File: src/rtl/ack_frame_tx_pkg.sv
// ---------------------------------------------------------------------------
// ack_frame_tx_pkg
// Shared definitions for the acknowledge-frame transmitter:
//   - fixed frame bytes (sync header, tail, NAK code)
//   - status byte bit positions
//   - FSM state encoding
//   - frame checksum and status packing helpers
// Also supplies a default for `UART_FIFO_COUNTER_W when the UART block's
// defines are not part of the build (5 bits covers a 16-entry FIFO, 0..16).
// ---------------------------------------------------------------------------
`ifndef UART_FIFO_COUNTER_W
`define UART_FIFO_COUNTER_W 5
`endif

package ack_frame_tx_pkg;

    localparam logic [7:0] SYNC0    = 8'hEB;
    localparam logic [7:0] SYNC1    = 8'h90;
    localparam logic [7:0] TAIL0    = 8'h09;
    localparam logic [7:0] TAIL1    = 8'hD7;
    localparam logic [7:0] NAK_CODE = 8'hEE;

    localparam int FRAME_LEN = 8;

    // Status byte: {seq[1:0], overflow, reset_B, reset_A, power_on_B, power_on_A, switch}
    localparam int ST_CPU_LSB = 0;  // five CPU bits, switch at the LSB
    localparam int ST_OVF     = 5;
    localparam int ST_SEQ     = 6;  // two bits

    typedef enum logic [2:0] {
        S_IDLE,
        S_LOAD,
        S_WAIT_SPACE,
        S_PUSH,
        S_GAP,
        S_DONE
    } state_t;

    // CK makes bytes 2..5 of the frame sum to zero modulo 256.
    function automatic logic [7:0] frame_ck(input logic [7:0] id,
                                            input logic [7:0] code,
                                            input logic [7:0] status);
        logic [7:0] sum;
        sum = id + code + status;
        return 8'd0 - sum;
    endfunction

    // cpu = {reset_B, reset_A, power_on_B, power_on_A, switch}
    function automatic logic [7:0] pack_status(input logic [1:0] seq,
                                               input logic       ovf,
                                               input logic [4:0] cpu);
        logic [7:0] s;
        s = '0;
        s[ST_SEQ +: 2]     = seq;
        s[ST_OVF]          = ovf;
        s[ST_CPU_LSB +: 5] = cpu;
        return s;
    endfunction

endpackage

File: src/rtl/ack_frame_tx_if.sv
// ---------------------------------------------------------------------------
// ack_frame_tx_if
// Push bus between the frame transmitter and the UART TX FIFO.
//   tf_push  : one-cycle push strobe (master -> FIFO)
//   tdr      : byte to push, valid with tf_push (master -> FIFO)
//   tf_count : current FIFO fill level (FIFO -> master)
// ---------------------------------------------------------------------------
interface ack_frame_tx_if #(
    parameter int COUNT_W = `UART_FIFO_COUNTER_W
);
    logic               tf_push;
    logic [7:0]         tdr;
    logic [COUNT_W-1:0] tf_count;

    modport master (output tf_push, output tdr, input tf_count);
    modport slave  (input tf_push, input tdr, output tf_count);
endinterface

File: src/rtl/ack_frame_buf.sv
// ---------------------------------------------------------------------------
// ack_frame_buf
// Eight-byte response frame register. On load it captures the complete
// frame (header, CK, board ID, code, status, tail); idx selects the byte
// presented on data_out.
//   clk      : system clock
//   load     : capture a new frame this cycle
//   code     : byte 4 (command code or NAK)
//   status   : byte 5 (packed status)
//   idx      : byte index 0..7
//   data_out : frame[idx]
// ---------------------------------------------------------------------------
module ack_frame_buf
    import ack_frame_tx_pkg::*;
#(
    parameter logic [7:0] BOARD_ID = 8'hAB
) (
    input  logic       clk,
    input  logic       load,
    input  logic [7:0] code,
    input  logic [7:0] status,
    input  logic [2:0] idx,
    output logic [7:0] data_out
);

    logic [7:0] frame [FRAME_LEN];

    // NOTE: the frame array has no reset; it is always rewritten in LOAD
    // before any byte of it can reach the FIFO, so its power-up value is never seen.
    always_ff @(posedge clk) begin
        if (load) begin
            frame[0] <= SYNC0;
            frame[1] <= SYNC1;
            frame[2] <= frame_ck(BOARD_ID, code, status);
            frame[3] <= BOARD_ID;
            frame[4] <= code;
            frame[5] <= status;
            frame[6] <= TAIL0;
            frame[7] <= TAIL1;
        end
    end

    assign data_out = frame[idx];

endmodule

File: src/rtl/ack_frame_tx.sv
// ---------------------------------------------------------------------------
// ack_frame_tx
// Builds an 8-byte acknowledge frame for each decoded command and pushes it
// byte-by-byte into the UART TX FIFO, one push every other cycle, only once
// the FIFO has room for the whole frame. One request may wait in a pending
// slot while a frame is in flight; a further one is dropped and flagged.
//
// Ports:
//   clk, rst          : clock, synchronous active-high reset
//   cmd_done/err/code : decoder result, valid for one cycle
//   switch, power_on_A/B, reset_A/B : board status snapshot inputs
//   tx (master)       : TX FIFO push bus (tf_push, tdr, tf_count)
//   busy              : a frame is being emitted
//   overflow          : sticky, a request was dropped
//
// Build option ACK_NACK_EN: when defined, failed frames are answered with a
// NAK frame (byte 4 = EE); when undefined they are ignored completely.
// ---------------------------------------------------------------------------
module ack_frame_tx
    import ack_frame_tx_pkg::*;
#(
    parameter int         FIFO_DEPTH = 16,
    parameter int         COUNT_W    = `UART_FIFO_COUNTER_W,
    parameter logic [7:0] BOARD_ID   = 8'hAB
) (
    input  logic          clk,
    input  logic          rst,
    input  logic          cmd_done,
    input  logic          cmd_err,
    input  logic [7:0]    cmd_code,
    input  logic          switch,
    input  logic          power_on_A,
    input  logic          power_on_B,
    input  logic          reset_A,
    input  logic          reset_B,
    ack_frame_tx_if.master tx,
    output logic          busy,
    output logic          overflow
);

    localparam int MAX_FILL = FIFO_DEPTH - FRAME_LEN;

    state_t state, next_state;

    logic [2:0] idx;
    logic [1:0] seq;

    logic [4:0] live_cpu;
    logic [7:0] cur_code, slot_code;
    logic [4:0] cur_cpu,  slot_cpu;
    logic       slot_full;
`ifdef ACK_NACK_EN
    logic       cur_err, slot_err;
`endif

    logic             req;
    logic             take_cmd, take_slot, to_slot, drop;
    logic             space_ok;
    logic [COUNT_W-1:0] fill;
    logic [7:0]       frame_code;
    logic [7:0]       buf_byte;

    assign live_cpu = {reset_B, reset_A, power_on_B, power_on_A, switch};

`ifdef ACK_NACK_EN
    assign req        = cmd_done;
    assign frame_code = cur_err ? NAK_CODE : cur_code;
`else
    // Failed frames never become requests, so they touch neither slot nor seq.
    assign req        = cmd_done & ~cmd_err;
    assign frame_code = cur_code;
`endif

    assign fill     = tx.tf_count;
    assign space_ok = (int'(fill) <= MAX_FILL);

    // NOTE: always_ff uses non-blocking assignments so every register samples
    // pre-edge values, independent of statement order.
    always_ff @(posedge clk) begin
        if (rst) state <= S_IDLE;
        else     state <= next_state;
    end

    // NOTE: every always_comb output gets a default first; a path that leaves
    // one unassigned would infer a latch.
    always_comb begin
        next_state = state;
        take_cmd   = 1'b0;
        take_slot  = 1'b0;
        case (state)
            S_IDLE: begin
                if (slot_full) begin
                    next_state = S_LOAD;
                    take_slot  = 1'b1;
                end else if (req) begin
                    next_state = S_LOAD;
                    take_cmd   = 1'b1;
                end
            end
            S_LOAD:       next_state = space_ok ? S_PUSH : S_WAIT_SPACE;
            S_WAIT_SPACE: if (space_ok) next_state = S_PUSH;
            // DONE also serves as the idle cycle after the last byte.
            S_PUSH:       next_state = (idx == 3'd7) ? S_DONE : S_GAP;
            S_GAP:        next_state = S_PUSH;
            S_DONE: begin
                if (slot_full) begin
                    next_state = S_LOAD;
                    take_slot  = 1'b1;
                end else begin
                    next_state = S_IDLE;
                end
            end
            default:      next_state = S_IDLE;
        endcase
    end

    // A request not started directly goes to the slot if the slot is empty
    // or is being emptied this very cycle; otherwise it is lost.
    assign to_slot = req & ~take_cmd & (~slot_full | take_slot);
    assign drop    = req & ~take_cmd &  slot_full & ~take_slot;

    always_ff @(posedge clk) begin
        if (rst) begin
            idx       <= '0;
            seq       <= '0;
            overflow  <= 1'b0;
            slot_full <= 1'b0;
            slot_code <= '0;
            slot_cpu  <= '0;
            cur_code  <= '0;
            cur_cpu   <= '0;
`ifdef ACK_NACK_EN
            slot_err  <= 1'b0;
            cur_err   <= 1'b0;
`endif
        end else begin
            if (state == S_LOAD)      idx <= '0;
            else if (state == S_GAP)  idx <= idx + 3'd1;

            if (state == S_DONE) seq <= seq + 2'd1;

            if (drop) overflow <= 1'b1;

            if (take_cmd) begin
                cur_code <= cmd_code;
                cur_cpu  <= live_cpu;
`ifdef ACK_NACK_EN
                cur_err  <= cmd_err;
`endif
            end else if (take_slot) begin
                cur_code <= slot_code;
                cur_cpu  <= slot_cpu;
`ifdef ACK_NACK_EN
                cur_err  <= slot_err;
`endif
            end

            if (to_slot) begin
                slot_full <= 1'b1;
                slot_code <= cmd_code;
                slot_cpu  <= live_cpu;
`ifdef ACK_NACK_EN
                slot_err  <= cmd_err;
`endif
            end else if (take_slot) begin
                slot_full <= 1'b0;
            end
        end
    end

    // seq and overflow enter the status byte as of LOAD, so a drop during
    // the previous frame shows up in the next one.
    ack_frame_buf #(.BOARD_ID(BOARD_ID)) u_buf (
        .clk      (clk),
        .load     (state == S_LOAD),
        .code     (frame_code),
        .status   (pack_status(seq, overflow, cur_cpu)),
        .idx      (idx),
        .data_out (buf_byte)
    );

    assign tx.tf_push = (state == S_PUSH);
    assign tx.tdr     = (state == S_PUSH) ? buf_byte : 8'h00;
    assign busy       = (state != S_IDLE);

endmodule

File: src/flat_wrapper.sv
// flat-port wrapper written by rule: the top's interface ports become plain ports
module ack_frame_tx_flat import ack_frame_tx_pkg::*;
#(
    parameter int         FIFO_DEPTH = 16,
    parameter int         COUNT_W    = `UART_FIFO_COUNTER_W,
    parameter logic [7:0] BOARD_ID   = 8'hAB
)
  (clk, rst, cmd_done, cmd_err, cmd_code, switch, power_on_A, power_on_B, reset_A, reset_B, busy, overflow, tx_tf_push, tx_tdr, tx_tf_count);
  ack_frame_tx_if #(.COUNT_W(COUNT_W)) tx_i ();
  input  logic clk;
  input  logic rst;
  input  logic cmd_done;
  input  logic cmd_err;
  input  logic [7:0] cmd_code;
  input  logic switch;
  input  logic power_on_A;
  input  logic power_on_B;
  input  logic reset_A;
  input  logic reset_B;
  output logic busy;
  output logic overflow;
  output wire logic [$bits(tx_i.tf_push)-1:0] tx_tf_push;
  output wire logic [$bits(tx_i.tdr)-1:0] tx_tdr;
  input wire logic [$bits(tx_i.tf_count)-1:0] tx_tf_count;
  assign tx_tf_push = tx_i.tf_push;
  assign tx_tdr = tx_i.tdr;
  assign tx_i.tf_count = tx_tf_count;
  ack_frame_tx #(.FIFO_DEPTH(FIFO_DEPTH), .COUNT_W(COUNT_W), .BOARD_ID(BOARD_ID)) u_core (.clk(clk), .rst(rst), .cmd_done(cmd_done), .cmd_err(cmd_err), .cmd_code(cmd_code), .switch(switch), .power_on_A(power_on_A), .power_on_B(power_on_B), .reset_A(reset_A), .reset_B(reset_B), .tx(tx_i), .busy(busy), .overflow(overflow));
endmodule
File: config.mk
export PLATFORM = sky130hd
export DESIGN_NAME = ack_frame_tx_flat
export DESIGN_NICKNAME = d
export VERILOG_FILES = /design/src/rtl/ack_frame_tx_pkg.sv /design/src/rtl/ack_frame_tx_if.sv /design/src/rtl/ack_frame_buf.sv /design/src/rtl/ack_frame_tx.sv /design/src/flat_wrapper.sv
export SDC_FILE = /design/constraint.sdc
export NUM_CORES = 1
export LEC_CHECK = 0
export ABC_CLOCK_PERIOD_IN_PS = 3400
export CORE_UTILIZATION = 54
export DETAILED_ROUTE_END_ITERATION = 12
export GPL_ROUTABILITY_DRIVEN = 0
export GPL_TIMING_DRIVEN = 0
export PLACE_DENSITY = 0.76
export RECOVER_POWER = 25
export SYNTH_ARGS = -nofsm -noshare
export SYNTH_HDL_FRONTEND = slang
export SYNTH_SLANG_ARGS = --single-unit
File: constraint.sdc
create_clock -name clk -period 3.4 [get_ports clk]
set_input_delay 0.34 -clock clk [delete_from_list [all_inputs] [get_ports clk]]
set_output_delay 0.34 -clock clk [all_outputs]
set_load 0.005 [all_outputs]
==> results.yml <==
outcome:
  status: "finished, final reports clean"
clocking:
  cts_root_buf: "clkbuf_8"
  cts_setup_buffers: 0
  worstSkewPairLatency_ns: 0.34
  clockBufferDepth: 2
  cts_sinks: 63
  postCtsHoldBufs: 0
  cts_resized: 0
  h-tree-depth: 3
  cts_buffers: 9
  clkTransAtPathRegs_ns: 0.07
  tritoncts: "built"
critical_path:
  start_kind: "flop"
  crit_required_ns: 3.06
  regToRegEndpoint: "u_core.u_buf.frame[2][7]"
  r2r_start: "u_core.cur_cpu[1]"
  rrSetupSlack_ns: 1.25
  arrival_ns: 2.38
  worstSetupPathType: "flop to output pin"
  cp-end-kind: "output pin"
  cp_max_fo: 10
  r2r_cells: 9
synthesis:
  syn_area_per_cell_um2: 9.905
  ys_types: 44
  syn_area_mm2: 0.003318
  syn_nets: 373
  synthesis.instances: 335
  synth_seq_area_share: 0.4525
  synth.ff_latch_count: 63
  yosys_warnings: 0
run:
  max_cap_viol_count: 0
placement:
  hpwl_um: 4813
  dpl_cell_area_mm2: 0.003750
  pre_cts_ws_ns: 1.104
  placed_cells: 443
  io_buffers: 32
die:
  die_area_mm2: 0.006463
  pin_count: 33
  coreArea_mm2: 0.005921
  row_count: 28
  start_util: 0.5604
  die_w_um: 80.39
  die_h_um: 80.39
routing:
  drtIter0Drc: 164
  wire_per_inst_um: 13.63
  routed_wirelength_um: 6256
  ant_nets: 0
  vias: 2455
  viasPerCell: 5.349
  drt_pre_antenna_iters: 4
  drc: 0
final_layout:
  final_util: 0.6661
  drive_gt1_frac: 0.1016
  area_growth_pct: 18.85
  fin_area_mm2: 0.003944
  finalNonFillerCells: 459
  fin_nets: 417
  antennaDiodeCount: 0
timing:
  setup_viol: 0
  final_max_slew_viol_count: 0
  rsz0062_at_grt: "false"
  worstMarginPinSlew_ns: 0.6019
  max_freq_mhz: 367.9
  slew_headroom: 0.5988
  period_share: 0.7994
  hold_viol_final: 0
  finalCriticalPeriod_ns: 2.718
  setup-tns-final_ns: 0
  skew_ns: 0.006108
  hold_slack_ns: 0.4655
  worst_slack_ns: 0.6820
global_route:
  grt_pass1_wl_um: 10910
  antenna_found_initial: 0
  first_global_vias: 2361
  grt_max_degree: 21
  grt_overflow_total: 0
  grt_usage: 0.2281
worst_hold_path:
  hold_path_depth: 0
  hp-class: "flop to flop"
  hold_end: "u_core.u_buf.frame[4][5]"
  hold_start: "u_core.cur_code[5]"
power:
  p_per_area_mw_per_mm2: 620.7
  vdd_drop_max_v: 0.0003434
  p_leak_nw: 1.420
  power_mw: 2.448
[worst max-delay path: stages, from the launching register on]
cell	delay, ns
dfxtp_1	0.49
buf_6	0.19
and2b_1	0.20
nand2_2	0.17
a2111oi_0	0.42
clkdlybuf4s50_1	0.57
[worst max path at each step]
| stage | from | to | slack, ns | cells past startpoint |
|---|---|---|---|---|
| 2_1_floorplan | u_core.state[2] | u_core.u_buf.frame[2][0] | 1.38 | 2 |
| 3_3_place_gp | u_core.state[2] | u_core.u_buf.frame[2][2] | 0.94 | 2 |
| 3_5_place_dp | u_core.state[1] | tx_tdr[5] | 1.10 | 5 |
| 4_1_cts | u_core.state[1] | tx_tdr[5] | 0.70 | 5 |
| 5_1_grt | u_core.state[1] | tx_tdr[5] | 0.58 | 5 |
| 6_report | u_core.state[1] | tx_tdr[5] | 0.68 | 5 |
[flip-flops by register name (all words and copies together), names as in the netlist, named ones only]
register	cells
u_core.seq	2
u_core.idx	3
u_core.slot_code	8
u_core.u_buf.frame	24
u_core.overflow	1
u_core.slot_cpu	5
u_core.cur_cpu	5
u_core.cur_code	8
u_core.state	3
u_core.slot_full	1
[cells in the final DEF (no fill, tap or decap), types with 2 or more instances in the layout]
cell             count
dfxtp_1             39
nand2b_1            35
clkdlybuf4s50_1     32
inv_1               27
edfxtp_1            24
a21oi_1             21
nand2_1             21
nor3_1              20
nand3_1             16
nor2_1              15
ha_1                15
mux2i_1             14
clkbuf_1            13
clkbuf_8            12
a311oi_2            10
nor2b_1              8
o21ai_0              5
buf_6                5
xnor2_1              5
a311oi_1             4
o21a_1               3
xor2_1               3
a2bb2oi_1            3
or2_2                2
o22ai_1              2
o211ai_1             2
a211oi_1             2
o221ai_1             2
a22oi_1              2
buf_2                2
or3_1                2
clkinv_2             2
[cell type report]
cell class / instances / area (um2)
clock buffers: 13 / 168.9
inverters: 27 / 101.3
clock inverters: 3 / 40.04
well taps: 75 / 93.84
multi-input cells: 226 / 1592
flip-flops and latches: 63 / 1501
plain buffers: 19 / 111.4
fillers: 488 / 1977
repair buffers: 33 / 335.3
[metal layers]
| layer | routed length [um] | track usage |
|---|---|---|
| met5 | 0 | 0 |
| met3 | 238 | 0.05455 |
| met1 | 2811 | 0.2764 |
| met4 | 98 | 0.09107 |
| met2 | 3107 | 0.3873 |
[cells in the mapped netlist, drive strengths merged]
| master | number | area [um2] |
|---|---|---|
| o211ai | 2 | 15.01 |
| or2 | 2 | 12.51 |
| o221ai | 2 | 17.52 |
| clkbuf | 11 | 41.29 |
| o2bb2ai | 1 | 8.760 |
| xor2 | 3 | 26.28 |
| o32ai | 1 | 8.760 |
| o311ai | 1 | 8.760 |
| a21o | 1 | 7.510 |
| mux2i | 14 | 140.1 |
| edfxtp | 24 | 720.7 |
| o22ai | 2 | 12.51 |
| a22oi | 2 | 15.01 |
| o21a | 3 | 22.52 |
| nor2b | 8 | 50.05 |
| inv | 27 | 101.4 |
| nand2 | 22 | 85.09 |
| nor4 | 1 | 21.27 |
| a2111oi | 1 | 8.760 |
| a311oi | 14 | 185.2 |
| dfxtp | 39 | 780.8 |
| nor3 | 21 | 110.1 |
| buf | 8 | 71.31 |
| and2b | 1 | 7.510 |
| a221o | 1 | 10.01 |
| nand3 | 16 | 80.08 |
| nor2 | 15 | 56.30 |
| fa | 1 | 20.02 |
| o21ai | 5 | 25.02 |
| nand2b | 35 | 219.0 |
| nor3b | 1 | 7.510 |
| ha | 15 | 187.7 |
| or3 | 3 | 23.77 |
| xnor2 | 5 | 43.79 |
| a21oi | 21 | 116.4 |
| a2bb2oi | 3 | 26.28 |
| a211oi | 2 | 15.01 |
| o31a | 1 | 8.760 |
[logic make-up after synthesis]
| kind of cell | Yosys count | share of synthesized area |
|---|---|---|
| compound gates | 63 | 0.1542 |
| mux | 14 | 0.04223 |
| simple gates | 125 | 0.2029 |
| fa+ha+maj | 16 | 0.06259 |
| flops | 63 | 0.4525 |
| xor+xnor | 8 | 0.02112 |
| buf+inv | 46 | 0.06448 |
[power by group]
group          leakage, nW  switching (mW)  internal [mW]
combinational        0.768           0.393          0.359
sequential           0.543          0.0733          0.959
clock                0.109           0.268          0.396
Power figures use the tool's default switching activity.
